<file path="config.mk">
export PLATFORM = sky130hd
export DESIGN_NAME = present_decryptor
export DESIGN_NICKNAME = d
export VERILOG_FILES = /design/src/rtl/present_pkg.sv /design/src/rtl/inv_sub_per.sv /design/src/rtl/present_decryptor.sv
export SDC_FILE = /design/constraint.sdc
export NUM_CORES = 1
export LEC_CHECK = 0
export BUFFER_PORTS_ARGS = -buffer_cell sky130_fd_sc_hd__buf_2
export CORE_MARGIN = 2
export CORE_UTILIZATION = 45
export CTS_CLUSTER_DIAMETER = 80
export DETAILED_ROUTE_END_ITERATION = 16
export GPL_TIMING_DRIVEN = 0
export PLACE_DENSITY = 0.65
export REMOVE_ABC_BUFFERS = 1
export SLEW_MARGIN = 5
export SYNTH_ARGS = -nofsm -noshare
export SYNTH_HDL_FRONTEND = slang
export SYNTH_SLANG_ARGS = --single-unit
</file>
<file path="constraint.sdc">
create_clock -name clk_i -period 4.65 [get_ports clk_i]
set_clock_uncertainty 0.2 [all_clocks]
set_input_delay 0.93 -clock clk_i [delete_from_list [all_inputs] [get_ports clk_i]]
set_output_delay 0.93 -clock clk_i [all_outputs]
set_load 0.1 [all_outputs]
</file>
<file path="src/rtl/present_pkg.sv">
// PRESENT-80 shared definitions: S-box tables, key schedule steps, FSM states.
// Latency: none (constants and pure functions only).
// Backpressure: not applicable.
package present_pkg;

    localparam int KEY_W  = 80;
    localparam int BLK_W  = 64;
    localparam int ROUNDS = 31;
    localparam int RC_W   = 5;

    // Nibble n of each table is the substitution of value n.
    localparam logic [63:0] SBOX     = 64'h21748FE3DA09B65C;
    localparam logic [63:0] INV_SBOX = 64'hA970364BD21C8FE5;

    typedef enum logic [1:0] {
        IDLE = 2'd0,
        KEXP = 2'd1,
        DEC  = 2'd2,
        DONE = 2'd3
    } fsm_t;

    function automatic logic [3:0] sbox(input logic [3:0] n);
        return SBOX[{n, 2'b00} +: 4];
    endfunction

    function automatic logic [3:0] inv_sbox(input logic [3:0] n);
        return INV_SBOX[{n, 2'b00} +: 4];
    endfunction

    // One forward key-schedule step using round counter rc.
    function automatic logic [KEY_W-1:0] fwd_key_update(input logic [KEY_W-1:0] k,
                                                         input logic [RC_W-1:0]  rc);
        logic [KEY_W-1:0] t;
        t          = {k[18:0], k[79:19]};
        t[79:76]   = sbox(t[79:76]);
        t[19:15]   = t[19:15] ^ rc;
        return t;
    endfunction

    // Undoes fwd_key_update for the same rc: XOR, inverse S-box, rotate right 61.
    function automatic logic [KEY_W-1:0] inv_key_update(input logic [KEY_W-1:0] k,
                                                         input logic [RC_W-1:0]  rc);
        logic [KEY_W-1:0] t;
        t          = k;
        t[19:15]   = t[19:15] ^ rc;
        t[79:76]   = inv_sbox(t[79:76]);
        return {t[60:0], t[79:61]};
    endfunction

endpackage

</file>
<file path="src/rtl/inv_sub_per.sv">
// Inverse PRESENT round core: inverse bit permutation, then inverse S-box on all nibbles.
// Latency: purely combinational.
// Backpressure: none; output follows input.
module inv_sub_per
    import present_pkg::*;
(
    input  logic [BLK_W-1:0] blk,
    output logic [BLK_W-1:0] inv_blk
);

    logic [BLK_W-1:0] perm;

    // Forward P moves bit i to 16*i mod 63, so the inverse gathers from there.
    always_comb begin
        perm = '0;
        for (int i = 0; i < BLK_W - 1; i++) begin
            perm[i] = blk[(i * 16) % 63];
        end
        perm[BLK_W-1] = blk[BLK_W-1];
        inv_blk = '0;
        for (int j = 0; j < BLK_W / 4; j++) begin
            inv_blk[4*j +: 4] = inv_sbox(perm[4*j +: 4]);
        end
    end

endmodule

</file>
<file path="src/rtl/present_decryptor.sv">
// PRESENT-80 decryptor: one-time key expansion to K32, then one inverse round per cycle.
// Latency: 31 cycles key expansion; 31 cycles from ciphertext accept to data_valid_o.
// Backpressure: result held in DONE until data_ready_i; optional PRESENT_DEC_ZEROIZE_EN masks/clears data.
module present_decryptor
    import present_pkg::*;
(
    input  logic              clk_i,
    input  logic              rst_i,
    input  logic [KEY_W-1:0]  key_i,
    input  logic              key_load_i,
    input  logic [BLK_W-1:0]  data_i,
    input  logic              data_valid_i,
    output logic              data_ready_o,
    output logic [BLK_W-1:0]  data_o,
    output logic              data_valid_o,
    input  logic              data_ready_i,
    output logic              key_ready_o
);

    fsm_t             fsm;
    fsm_t             fsm_nxt;
    logic [BLK_W-1:0] state_reg;
    logic [BLK_W-1:0] isp_out;
    logic [KEY_W-1:0] kreg;
    logic [KEY_W-1:0] dec_key;
    logic [RC_W-1:0]  rc;
    logic             accept;
    logic             handshake;

    inv_sub_per u_isp (
        .blk     (state_reg),
        .inv_blk (isp_out)
    );

    // FSM state register.
    always_ff @(posedge clk_i) begin
        if (rst_i) begin
            fsm <= IDLE;
        end else begin
            fsm <= fsm_nxt;
        end
    end

    // Next-state logic; a key load in IDLE beats a pending ciphertext.
    always_comb begin
        fsm_nxt = fsm;
        case (fsm)
            IDLE: begin
                if (key_load_i) begin
                    fsm_nxt = KEXP;
                end else if (accept) begin
                    fsm_nxt = DEC;
                end
            end
            KEXP:    if (rc == RC_W'(ROUNDS)) fsm_nxt = IDLE;
            DEC:     if (rc == RC_W'(1))      fsm_nxt = DONE;
            DONE:    if (handshake)           fsm_nxt = IDLE;
            default: fsm_nxt = IDLE;
        endcase
    end

    // Handshake outputs and the strobes derived from them.
    always_comb begin
        data_ready_o = (fsm == IDLE) && key_ready_o && !key_load_i;
        data_valid_o = (fsm == DONE);
        accept       = data_ready_o && data_valid_i;
        handshake    = data_valid_o && data_ready_i;
    end

`ifdef PRESENT_DEC_ZEROIZE_EN
    assign data_o = data_valid_o ? state_reg : '0;
`else
    assign data_o = state_reg;
`endif

    // Datapath: key expansion, whitening with K32, then rounds 31 down to 1.
    always_ff @(posedge clk_i) begin
        if (rst_i) begin
            state_reg   <= '0;
            kreg        <= '0;
            dec_key     <= '0;
            rc          <= '0;
            key_ready_o <= 1'b0;
        end else begin
            case (fsm)
                IDLE: begin
                    if (key_load_i) begin
                        kreg        <= key_i;
                        rc          <= RC_W'(1);
                        key_ready_o <= 1'b0;
                    end else if (accept) begin
                        state_reg <= data_i ^ dec_key[79:16];
                        kreg      <= inv_key_update(dec_key, RC_W'(ROUNDS));
                        rc        <= RC_W'(ROUNDS);
                    end
                end
                KEXP: begin
                    kreg <= fwd_key_update(kreg, rc);
                    rc   <= rc + RC_W'(1);
                    if (rc == RC_W'(ROUNDS)) begin
                        dec_key     <= fwd_key_update(kreg, rc);
                        key_ready_o <= 1'b1;
                    end
                end
                DEC: begin
                    state_reg <= isp_out ^ kreg[79:16];
                    kreg      <= inv_key_update(kreg, rc - RC_W'(1));
                    rc        <= rc - RC_W'(1);
                end
                DONE: begin
`ifdef PRESENT_DEC_ZEROIZE_EN
                    if (handshake) begin
                        state_reg <= '0;
                        kreg      <= '0;
                    end
`endif
                end
                default: begin
                end
            endcase
        end
    end

endmodule

</file>
== Word-level counts from Yosys, hierarchy flattened ==
Cells that the tools add are included.

* Bits in read-only memories: 0
* Word-level logic and storage cells: 76
* Bits of input ports: 149
* Latch bits: 0
* Register bits: 232
* Bits in writable memories: 0
* Memories: 0
* Output and inout port bits: 67

* Equality and inequality tests: 12
* $mul: 0
* Bitwise logic cells: 5
* Divide/modulo/power cells: 0
* Magnitude comparators: 0
* Mux-type cells: 18
* Reductions and logical operators: 14
* Add/subtract/negate cells: 2
* Shifts and indexed selects: 19

{| class="wikitable"
|+ Operators with widths
! cell !! count
|-
| $shiftx 64x7->4 const A || 19
|-
| $pmux 80 s3 || 1
|-
| $mux 80 || 2
|-
| $mux 64 || 2
|-
| $pmux 64 s2 || 1
|-
| $xor 64x64->64 || 2
|-
| $pmux 5 s3 || 1
|-
| $mux 2 || 5
|-
| $mux 5 || 2
|-
| $ne 2x2->1 const B || 5
|-
| $xor 5x5->5 || 2
|-
| $pmux 2 s4 || 1
|-
| $reduce_and 3->1 || 2
|-
| $add 5x1->5 const B || 1
|-
| $eq 5x1->1 const B || 1
|-
| $eq 5x5->1 const B || 1
|-
| $not 5->5 || 1
|-
| $sub 5x1->5 const B || 1
|-
| $eq 2x2->1 const B || 2
|-
| $logic_and 1x1->1 || 4
|-
| $reduce_and 2->1 || 2
|-
| $reduce_and 4->1 || 1
|-
| $reduce_bool 2->1 || 2
|-
| $ne 3x3->1 const B || 1
|-
| 7 further kinds || 8
|}

== Logic depth before layout (Yosys ltp) ==
Gate-level depths: netlist of the first run.

* Word-level depth: 7
* Gate-level depth with buffers: 9

== Hierarchy ==
From an unflattened synthesis of the first run, not the netlist that was laid out.

* Cells, all modules: 1976
* Area total of the unflattened synthesis: 16051.6 um^2

{| class="wikitable"
|+ By module, submodules not included
! module !! instances !! cells an instance !! sequential area each (um^2) !! area each (um^2)
|-
| present_decryptor || 1 || 1563 || 4644.5 || 12834.8
|-
| inv_sub_per || 1 || 413 || 0.0 || 3216.8
|}

== Worst setup path after synthesis of the first run ==
OpenSTA, ideal clock, no wires.

* Path type: input port to output port
* Start: input key_load_i
* End: output data_ready_o
* Buffers on the path: 1
* Arrival time: 2.077 ns
* Path slack: 1.443 ns
* Cell stages on the path: 3
* Required time: 3.520 ns
* Path through: buf_2 > nor2b_1 > and2_1

* Longest elaborated chain between the ends: 2

{| class="wikitable"
|+ Ends and longest elaborated chain
! item !! line !! RTL
|-
| start, declared || present_decryptor.sv:10 || <nowiki>input logic key_load_i,</nowiki>
|-
| $logic_not 1->1 || present_decryptor.sv:64 || <nowiki>data_ready_o = (fsm == IDLE) && key_ready_o && !key_load_i;</nowiki>
|-
| $logic_and 1x1->1 || present_decryptor.sv:64 ||
|-
| end, declared || present_decryptor.sv:13 || <nowiki>output logic data_ready_o,</nowiki>
|}

No other way between the ends.

== Final worst setup path of the first run ==
* Start: register fsm[0]
* End: register state_reg[62] (netlist: data_o[62])

* Longest elaborated chain between the ends: 6
* Elaborated cells between the ends (all ways): 10
* Those cells by class: 3 x eq/ne; 1 x mux; 6 x reduce/logical

{| class="wikitable"
|+ Ends and longest elaborated chain
! item !! line !! RTL
|-
| start, declared || present_decryptor.sv:20 || <nowiki>fsm_t fsm;</nowiki>
|-
| start signal, assigned || present_decryptor.sv:40 || <nowiki>fsm <= fsm_nxt;</nowiki>
|-
| $logic_not 2->1 || present_decryptor.sv:64, present_decryptor.sv:85 ||
|-
| $logic_and 1x1->1 (2 in a row) || present_decryptor.sv:64 ||
|-
| $logic_and 1x1->1 || present_decryptor.sv:66 || <nowiki>accept = data_ready_o && data_valid_i;</nowiki>
|-
| $ne 2x2->1 (no line) || n/a ||
|-
| $reduce_and 3->1 (no line) || n/a ||
|-
| end signal, assigned || present_decryptor.sv:92 || <nowiki>state_reg <= data_i ^ dec_key[79:16];</nowiki>
|-
| end signal, assigned || present_decryptor.sv:106 || <nowiki>state_reg <= isp_out ^ kreg[79:16];</nowiki>
|-
| end, declared || present_decryptor.sv:22 || <nowiki>logic [BLK_W-1:0] state_reg;</nowiki>
|}

Parallel ways exist; a longest one is shown, timed or not.
A chain may end at the register's enable or synchronous reset.

==> results.toml, run 1 <==
[synthesis]
synth_seq_area_share_pct = 29.9
netlist_area_mm2 = 0.0155
synthCells = 1897
ys_async_sr_fraction_pct = 0
synthTopCellsByArea = "dfxtp_1 30%, ha_1 9.9%, a21oi_1 7.4%"
synth_top_cell_area_share_pct = 29.9
synth_edf_count = 0
ys_warn_count = 0
yosysUniqueCellTypes = 49
synth.avg_cell_area_um2 = 8.17
ys_dominant_reg_cell = "dfxtp_1"
yosys.area.top_type = "dfxtp_1"
ys_ff_latch = 232

[floorplanning]
row_count = 67
initial_core_util_pct = 46.0
die_h_um = 190
die_x_um = 190
core_mm2 = 0.0337
die_area_mm2 = 0.0360
ios = 216

[flow_run]
cap_viol_max_count = 0

[clocking]
clockBufferDepth = 3
cts_tree = "done"
path_clk_slew_ps = 60
cts_buffers = 28
h-tree-depth = 1
post-cts-setup-buffer-count = 0
postCtsResizedCells = 0
cts_hold_buffers = 0
clk_latency_ps = 570
cts.root.buffer_cell = "clkbuf_16"
cts.sinks = 232

[setup_path]
cpMaxStageDelayCell = "or2_1"
start_kind = "flop"
arrival_ps = 3880
cpPeakStageDelay_ps = 790
path_buf_inv = 3
endpoint_kind = "flop"
path_common_cell = "buf_16"
path_max_fanout = 74
cp_top_family = "simple AND/OR/NAND/NOR gates"
required_ps = 4890
path_cells = "inv_1, ha_4, buf_16, mux2i_4, buf_16, or2_1, a211oi_1, a21o_1"
critPathKind = "reg -> reg"

[cells_and_area]
final_nets = 2257
multi_input_area_mm2 = 0.00999
utilization_pct = 52.9
drive_gt1_share_pct = 15.6
fillers = 3189
antenna-diode-count = 0
regArea_mm2 = 0.00464
area_delta_synth_final_pct = 15.0

[power_and_ir_drop]
p_leak_nw = 7.18
vdd_ir_drop_max_mv = 0.659
p_per_area_mw_per_mm2 = 625

[sta]
fin_ws_ps = 1010
finalHoldViolCount = 0
slew-limit-headroom_pct = 18.0
worst_pin_slew_ps = 1230
finalCritPeriodShare_pct = 78.2
rsz0062_at_grt = "no"
fmax_ghz = 0.275
slew_viol_final = 0
setup_violations = 0
min_period_ps = 3640

[grt]
grt_first_pass_wirelength_mm = 78.0
grt_pass1_vias = 13500
grt-ovfl-total = 0
grt_max_degree = 108
grt_usage_pct = 27.4
grt_antenna_before_repair = 0

[routing]
ant_nets = 0
via_per_inst = 5.82
drt-pass1-iter-count = 7
detail_route.wl_per_cell_um = 20.7
totalWireLength_mm = 50.7
top_layer_used = "met4"
drc_errors = 0
route.met3.wl_mm = 3.61
wl_met1_mm = 22.5
vias = 14300
dr.first_iter.drc_count = 1192
met2_wirelength_mm = 23.3

[place]
post-dp-hpwl_mm = 35.2
dpl_worst_slack_ps = 334
place.gp.congestion = 0.829
io_buffers = 215

[worst_hold_path]
hold_path.class = "reg -> reg"

[status]
status = "finished clean"
sequential cells by signal, summed over array words and instances (netlist names):
signal       flops
dec_key         80
kreg            80
data_o          64
rc               5
fsm              2
key_ready_o      1
through the flow:
step	total power [mW]	instances	hold slack [ps]	instance area, µm²	setup TNS (ps)
after floorplan	7.12	1726	230	14800	-36950
after global placement	8.61	2389	241	16400	-767560
after detailed placement	8.79	2402	246	16800	0
after CTS	11.1	2452	254	17800	0
after global routing	11.8	2453	277	17800	0
final	11.2	2453	251	17800	0
cells in the final DEF (no fill, tap or decap), types with 28 or more instances in the layout:
| cell | count |
|---|---|
| nand2_1 | 237 |
| dfxtp_1 | 232 |
| a21oi_1 | 230 |
| buf_2 | 213 |
| nor2_1 | 176 |
| a211oi_1 | 125 |
| ha_1 | 121 |
| mux2i_1 | 115 |
| a221oi_1 | 77 |
| xnor2_1 | 74 |
| xor2_1 | 70 |
| inv_1 | 59 |
| o21ai_0 | 38 |
| o221ai_1 | 33 |
| clkbuf_16 | 28 |
cells by family after synthesis:
kind of cell	after synthesis	synth area share, %
compound gates	549	23.3
xor+xnor	144	8.13
fa+ha+maj	123	9.92
buf+inv	231	5.98
flops	232	29.9
mux	142	10.3
simple gates	476	12.4
area by class of cell:
cell class,instances,area share [%]
clock buffer,38,4.53
clock inverter,12,0.849
inverter,60,1.29
multi-input combinational,1434,56.0
sequential,232,26.0
tap,448,3.14
timing repair buffer,229,8.12
routing by layer:
layer	track usage, %	vias to the layer above
li1	-	6911
met1	37.2	6807
met2	45.3	489
met3	4.48	79
met4	6.98	0
met5	0	-
worst min-delay path, delay by kind of cell, from the launching register on:
kind,cells,cell delay [ps]
flops,1,310
compound gates,1,50
simple gates,1,50
report_power, final:
| part | total (mW) | leakage (nW) | switching (mW) | internal (mW) |
|---|---|---|---|---|
| Sequential | 3.43 | 1.89 | 0.991 | 2.44 |
| Combinational | 5.42 | 4.82 | 3.41 | 2.01 |
| Clock | 2.30 | 0.472 | 0.922 | 1.38 |
| Total | 11.2 | 7.18 | 5.32 | 5.83 |
synth_stat cells (2+ instances only):
| cell type | n |
|---|---|
| a2111oi_0 | 6 |
| a211o_1 | 6 |
| a211oi_1 | 125 |
| a21o_1 | 2 |
| a21oi_1 | 230 |
| a221o_1 | 2 |
| a221oi_1 | 77 |
| and2_1 | 4 |
| buf_1 | 12 |
| buf_2 | 42 |
| clkbuf_1 | 116 |
| dfxtp_1 | 232 |
| ha_1 | 123 |
| inv_1 | 59 |
| mux2_2 | 15 |
| mux2i_1 | 115 |
| mux4_2 | 11 |
| nand2_1 | 238 |
| nand2b_1 | 13 |
| nand3_1 | 3 |
| nand3b_1 | 3 |
| nor2_1 | 176 |
| nor2b_1 | 10 |
| nor3_1 | 16 |
| nor3b_1 | 2 |
| nor4_1 | 4 |
| o211ai_1 | 6 |
| o21a_1 | 4 |
| o21ai_0 | 38 |
| o221ai_1 | 33 |
| o31ai_1 | 11 |
| o41ai_1 | 2 |
| or3_1 | 3 |
| xnor2_1 | 74 |
| xor2_1 | 70 |
worst paths after layout:
path	startpoint	end	slack [ps]	cells after the start
setup reg to reg	fsm[0]$_SDFFE_PP0P_	data_o[62]$_SDFFE_PP0P_	1010	8
hold / removal	dec_key[0]$_SDFFE_PP0P_	dec_key[0]$_SDFFE_PP0P_	250	2
hold reg to reg	dec_key[0]$_SDFFE_PP0P_	dec_key[0]$_SDFFE_PP0P_	250	2
setup / recovery	fsm[0]$_SDFFE_PP0P_	data_o[62]$_SDFFE_PP0P_	1010	8
Note: power is estimated with default switching activity, not from simulation.
==> run 2: changes to the inputs <==
Settings changed: ABC_AREA set to 1, PLACE_DENSITY 0.65 to unset.
Clock period 4.65 ns to 3.5 ns, I/O delays scaled along.
==> results.toml, run 2 <==
[sta]
finalHoldViolCount = 0
slew_viol_final = 0
fin_ws_ps = 130
worst_pin_slew_ps = 1090
slew-limit-headroom_pct = 27.4
whs_ps = 249
finalSetupTns_ps = 0
setup_violations = 0
fmax_ghz = 0.297
finalCritPeriodShare_pct = 96.3
rsz0062_at_grt = "no"
min_period_ps = 3370

[synthesis]
yosys-mux-area-fraction_pct = 0
synth_top_family_by_area = "compound AO/OA/AOI/OAI gates"
synth_top_cell_area_share_pct = 28.9
yosysUniqueCellTypes = 37
yosys.area.top_type = "dfxtp_1"
ys_warn_count = 0
synthTopCellsByArea = "dfxtp_1 29%, nand2_1 11%, o21ai_0 11%"
synth_compound_area_share_pct = 26.5
synth.avg_cell_area_um2 = 6.49
yosysMostFrequentCell = "nand2_1"
ys_dominant_reg_cell = "dfxtp_1"
synth_edf_count = 0
yosys.area_share.adder_pct = 9.58
netlist_area_mm2 = 0.0161
synth_seq_area_share_pct = 28.9
synthSimpleGateAreaFrac_pct = 22.7
synth_common_cells = "460 x nand2_1, 344 x o21ai_0, 275 x a21oi_1"
ys_async_sr_fraction_pct = 0
ys_ff_latch = 232
synthCells = 2475
synth_xor_area_share_pct = 1.85

[routing]
dr.first_iter.drc_count = 1440
totalWireLength_mm = 60.7
vias = 17500
drc_errors = 0
detail_route.wl_per_cell_um = 19.7
ant_nets = 0
drt-pass1-iter-count = 5
via_per_inst = 5.67

[cells_and_area]
drive_gt1_share_pct = 12.3
stdcell_count = 3081
final_nets = 2870
area_delta_synth_final_pct = 15.4
post-route-cell-area_mm2 = 0.0185
multi_input_area_mm2 = 0.00985
antenna-diode-count = 0
utilization_pct = 52.4
layout_common_cells = "458 x nand2_1, 344 x o21ai_0, 275 x a21oi_1"
regArea_mm2 = 0.00464
fillers = 3604
final_common_cell = "nand2_1"

[worst_hold_path]
hold_path.class = "in -> reg"
min_from = "data_i[44]"
hold_path_end = "data_o[44]$_SDFFE_PP0P_"
hold_depth = 4

[setup_path]
reg2reg_depth = 12
r2r_slack_ps = 130
cp_top_family = "buffers and inverters"
path_buf_inv = 7
cpMaxStageDelayCell = "dfxtp_1"
path_common_cell = "buf_16"
critPathKind = "reg -> reg"
path_max_fanout = 48
r2r-end = "data_o[45]$_SDFFE_PP0P_"
endpoint_kind = "flop"
required_ps = 3740
reg2reg_from = "fsm[0]$_SDFFE_PP0P_"
path_cells = "inv_1, ha_4, buf_12, inv_6, buf_16, or2_4, nand2_8, buf_16, clkinvlp_4, buf_4, nor3_4, nor2_1"
start_kind = "flop"
cpPeakStageDelay_ps = 360
arrival_ps = 3610

[power_and_ir_drop]
p_int_mw = 7.66
netSwitchingFraction_pct = 52.5
p_per_area_mw_per_mm2 = 869
clkPwrFrac_pct = 18.8
power_frac_comb_pct = 53.1
vdd_ir_drop_max_mv = 0.693
finalPower_mw = 16.1
p_seq_share_pct = 28.1
netSwitchingPower_mw = 8.46
p_leak_nw = 8.26

[floorplanning]
die_area_mm2 = 0.0372
die_x_um = 193
die_h_um = 193
initial_core_util_pct = 45.4
row_count = 69
ios = 216
core_mm2 = 0.0354

[clocking]
path_clk_slew_ps = 60
clockBufferDepth = 3
cts_tree = "done"
h-tree-depth = 1
cts.root.buffer_cell = "clkbuf_16"
cts.sinks = 232
cts_buffers = 29
clk_latency_ps = 560

[place]
post-dp-hpwl_mm = 39.7
io_buffers = 215
place.gp.congestion = 0.895
placed_area_mm2 = 0.0174
placedCellCount = 3017
dpl_worst_slack_ps = -1050

[flow_run]
cap_viol_max_count = 0

[grt]
grt_usage_pct = 31.4
grt-ovfl-total = 0
grt_pass1_vias = 16000
grt_max_degree = 111
grt_first_pass_wirelength_mm = 90.4
grt_antenna_before_repair = 1

[status]
status = "finished clean"
## run 2: final cells by class
type                       count  share of cell area, %
multi-input combinational   1830                   53.1
sequential                   232                   25.0
timing repair buffer         237                   8.08
inverter                     268                   5.57
clock buffer                  44                   4.54
tap                          461                   3.11
clock inverter                 9                  0.540
## run 2: kinds of logic after synthesis
family                     after synthesis
DFF                                    232
and+or+nand+nor                        887
buffers and inverters                  415
adders and majority gates              123
xor gates and xnor gates                34
AOI/OAI and AO/OA                      784
## run 2: worst max path at each step
stage          slack [ps]                  endpoint           startpoint  cells after the start
6_report              130   data_o[45]$_SDFFE_PP0P_  fsm[0]$_SDFFE_PP0P_                     12
3_5_place_dp        -1050   data_o[45]$_SDFFE_PP0P_  fsm[0]$_SDFFE_PP0P_                     11
5_1_grt                 2  dec_key[15]$_SDFFE_PP0P_   rc[0]$_SDFFE_PP0P_                      9
2_1_floorplan       -3150   data_o[14]$_SDFFE_PP0P_  fsm[0]$_SDFFE_PP0P_                      8
3_3_place_gp        -9700   data_o[45]$_SDFFE_PP0P_  fsm[0]$_SDFFE_PP0P_                      8
4_1_cts                50   data_o[42]$_SDFFE_PP0P_  fsm[0]$_SDFFE_PP0P_                     12
## run 2: layer usage
metal / wire (µm) / global-route usage, %
met1: 26600 / 42.7
met2: 27400 / 52.4
met3: 4690 / 3.24
met4: 2090 / 9.79
met5: 0 / 0
## run 2: power by group through the flow
stage,sequential [mW],clock (mW),combinational [mW]
after floorplan,5.36,0,4.65
after global placement,4.49,0,7.82
after detailed placement,4.53,0,8.24
after CTS,4.49,3.06,8.40
after global routing,4.63,3.16,9.45
final,4.53,3.03,8.56
## run 2: repair_timing
item / CTS / global route
hold buffers: 0 / 0
gates resized for setup: 6 / 5
endpoints found under the setup margin: 95 / 33
buffers inserted: 6 / 2
pin swaps: 0 / 1
gates cloned: 1 / 2
## run 2: worst reg2reg max path, delay by kind of cell, from the launching register on
kind	cells	cell delay [ps]
adders and majority gates	1	210
buffers and inverters	7	1560
DFF	1	360
and+or+nand+nor	4	940
==> run 3: changes to the inputs <==
Settings changed: CORE_MARGIN 2 to 5.
==> results.toml, run 3 (synthesized netlist as in run 2, its figures left out) <==
[routing]
drt-pass1-iter-count = 5
drc_errors = 0
vias = 17300
totalWireLength_mm = 60.1
detail_route.wl_per_cell_um = 19.5
ant_nets = 0
via_per_inst = 5.61
dr.first_iter.drc_count = 1530

[setup_path]
path_cells = "inv_1, ha_4, buf_16, inv_4, or2_1, nand2_8, buf_16, o21ai_0, nor2_1, nor2_1"
path_max_fanout = 77
start_kind = "flop"
critPathKind = "reg -> reg"
path_buf_inv = 4
r2r_slack_ps = 220
endpoint_kind = "flop"
cpMaxStageDelayCell = "dfxtp_1"
cp_top_family = "buffers and inverters"
required_ps = 3720
arrival_ps = 3500
cpPeakStageDelay_ps = 360

[sta]
finalCritPeriodShare_pct = 93.7
finalHoldViolCount = 0
min_period_ps = 3280
rsz0062_at_grt = "no"
setup_violations = 0
slew-limit-headroom_pct = 24.8
worst_pin_slew_ps = 1130
fin_ws_ps = 222
slew_viol_final = 0
fmax_ghz = 0.305

[cells_and_area]
fillers = 3630
final_common_cell = "nand2_1"
drive_gt1_share_pct = 12.2
antenna-diode-count = 0
stdcell_count = 3076
area_delta_synth_final_pct = 14.8
layout_common_cells = "458 x nand2_1, 344 x o21ai_0, 275 x a21oi_1"
utilization_pct = 52.1
final_nets = 2866
post-route-cell-area_mm2 = 0.0184

[clocking]
cts_buffers = 29
cts.root.buffer_cell = "clkbuf_16"
cts_tree = "done"
cts.sinks = 232
path_clk_slew_ps = 60
cts_hold_buffers = 0
clk_latency_ps = 570
clockBufferDepth = 3
h-tree-depth = 1

[grt]
use_met1_pct = 41.7
grt_max_degree = 115
met3_usage_pct = 3.30
grt-busiest-layer = "met2"
grt_pass1_vias = 16200
grt_usage_pct = 29.2
grt_antenna_before_repair = 2
gr-usage-met2_pct = 45.9
grt-ovfl-total = 0
grt_first_pass_wirelength_mm = 91.8

[floorplanning]
row_count = 69
core_mm2 = 0.0354
die_h_um = 199
die_area_mm2 = 0.0396
ios = 216
initial_core_util_pct = 45.4
die_x_um = 199

[status]
status = "finished clean"

[power_and_ir_drop]
p_per_area_mw_per_mm2 = 864
vdd_ir_drop_max_mv = 0.516
p_leak_nw = 8.21

[place]
place.gp.congestion = 0.895
dpl_worst_slack_ps = -793
placed_area_mm2 = 0.0174
post-dp-hpwl_mm = 40.4
placedCellCount = 3017
io_buffers = 215

[worst_hold_path]
hold_path.class = "in -> reg"

[flow_run]
cap_viol_max_count = 0
[run 3: path summary, 6_finish.rpt]
check | cells after the start | start | end
setup reg to reg | 10 | fsm[0]$_SDFFE_PP0P_ | data_o[48]$_SDFFE_PP0P_
hold / removal | 4 | data_i[52] | data_o[52]$_SDFFE_PP0P_
hold reg to reg | 2 | dec_key[73]$_SDFFE_PP0P_ | dec_key[73]$_SDFFE_PP0P_
setup / recovery | 10 | fsm[0]$_SDFFE_PP0P_ | data_o[48]$_SDFFE_PP0P_
[run 3: through the flow]
| step | power, mW | TNS (ps) | hold WS, ps |
|---|---|---|---|
| 4_1_cts | 15.8 | 0 | 237 |
| 3_5_place_dp | 12.8 | -54100 | 267 |
| 3_3_place_gp | 12.3 | -1324390 | 256 |
| 5_1_grt | 17.1 | 0 | 291 |
| 6_report | 15.9 | 0 | 255 |
| 2_1_floorplan | 10.0 | -313750 | 244 |
[run 3: cell type report]
| cell class | count | area (µm²) | share of cell area [%] |
|---|---|---|---|
| clock buffers | 40 | 817 | 4.43 |
| multi-input cells | 1828 | 9810 | 53.2 |
| flip-flops and latches | 232 | 4640 | 25.2 |
| inverters | 268 | 1030 | 5.60 |
| repair buffers | 235 | 1470 | 7.95 |
| well taps | 461 | 577 | 3.13 |
| clock inverters | 12 | 93.8 | 0.509 |
[run 3: per-layer routing]
| layer | routed length [µm] | up-vias |
|---|---|---|
| li1 | - | 8487 |
| met5 | 0 | - |
| met2 | 26500 | 672 |
| met4 | 2150 | 0 |
| met3 | 4510 | 109 |
| met1 | 27000 | 8002 |
[run 3: repair_timing]
item | in CTS | in global routing
pin swaps | 1 | 0
gates resized for setup | 6 | 3
setup endpoints to repair | 126 | 18
setup buffers | 5 | 2
[run 3: worst reg2reg max path: cells and delay by family, from the launching register on]
family / cells / cell delay, ps
buf+inv: 4 / 1130
flops: 1 / 360
fa+ha+maj: 1 / 240
compound gates: 1 / 200
simple gates: 4 / 1030
[run 3: power breakdown]
group	internal, mW	switching [mW]	leakage, nW
combinational	2.49	5.96	5.87
sequential	3.33	1.20	1.89
clock	1.69	1.25	0.451
total	7.52	8.41	8.21
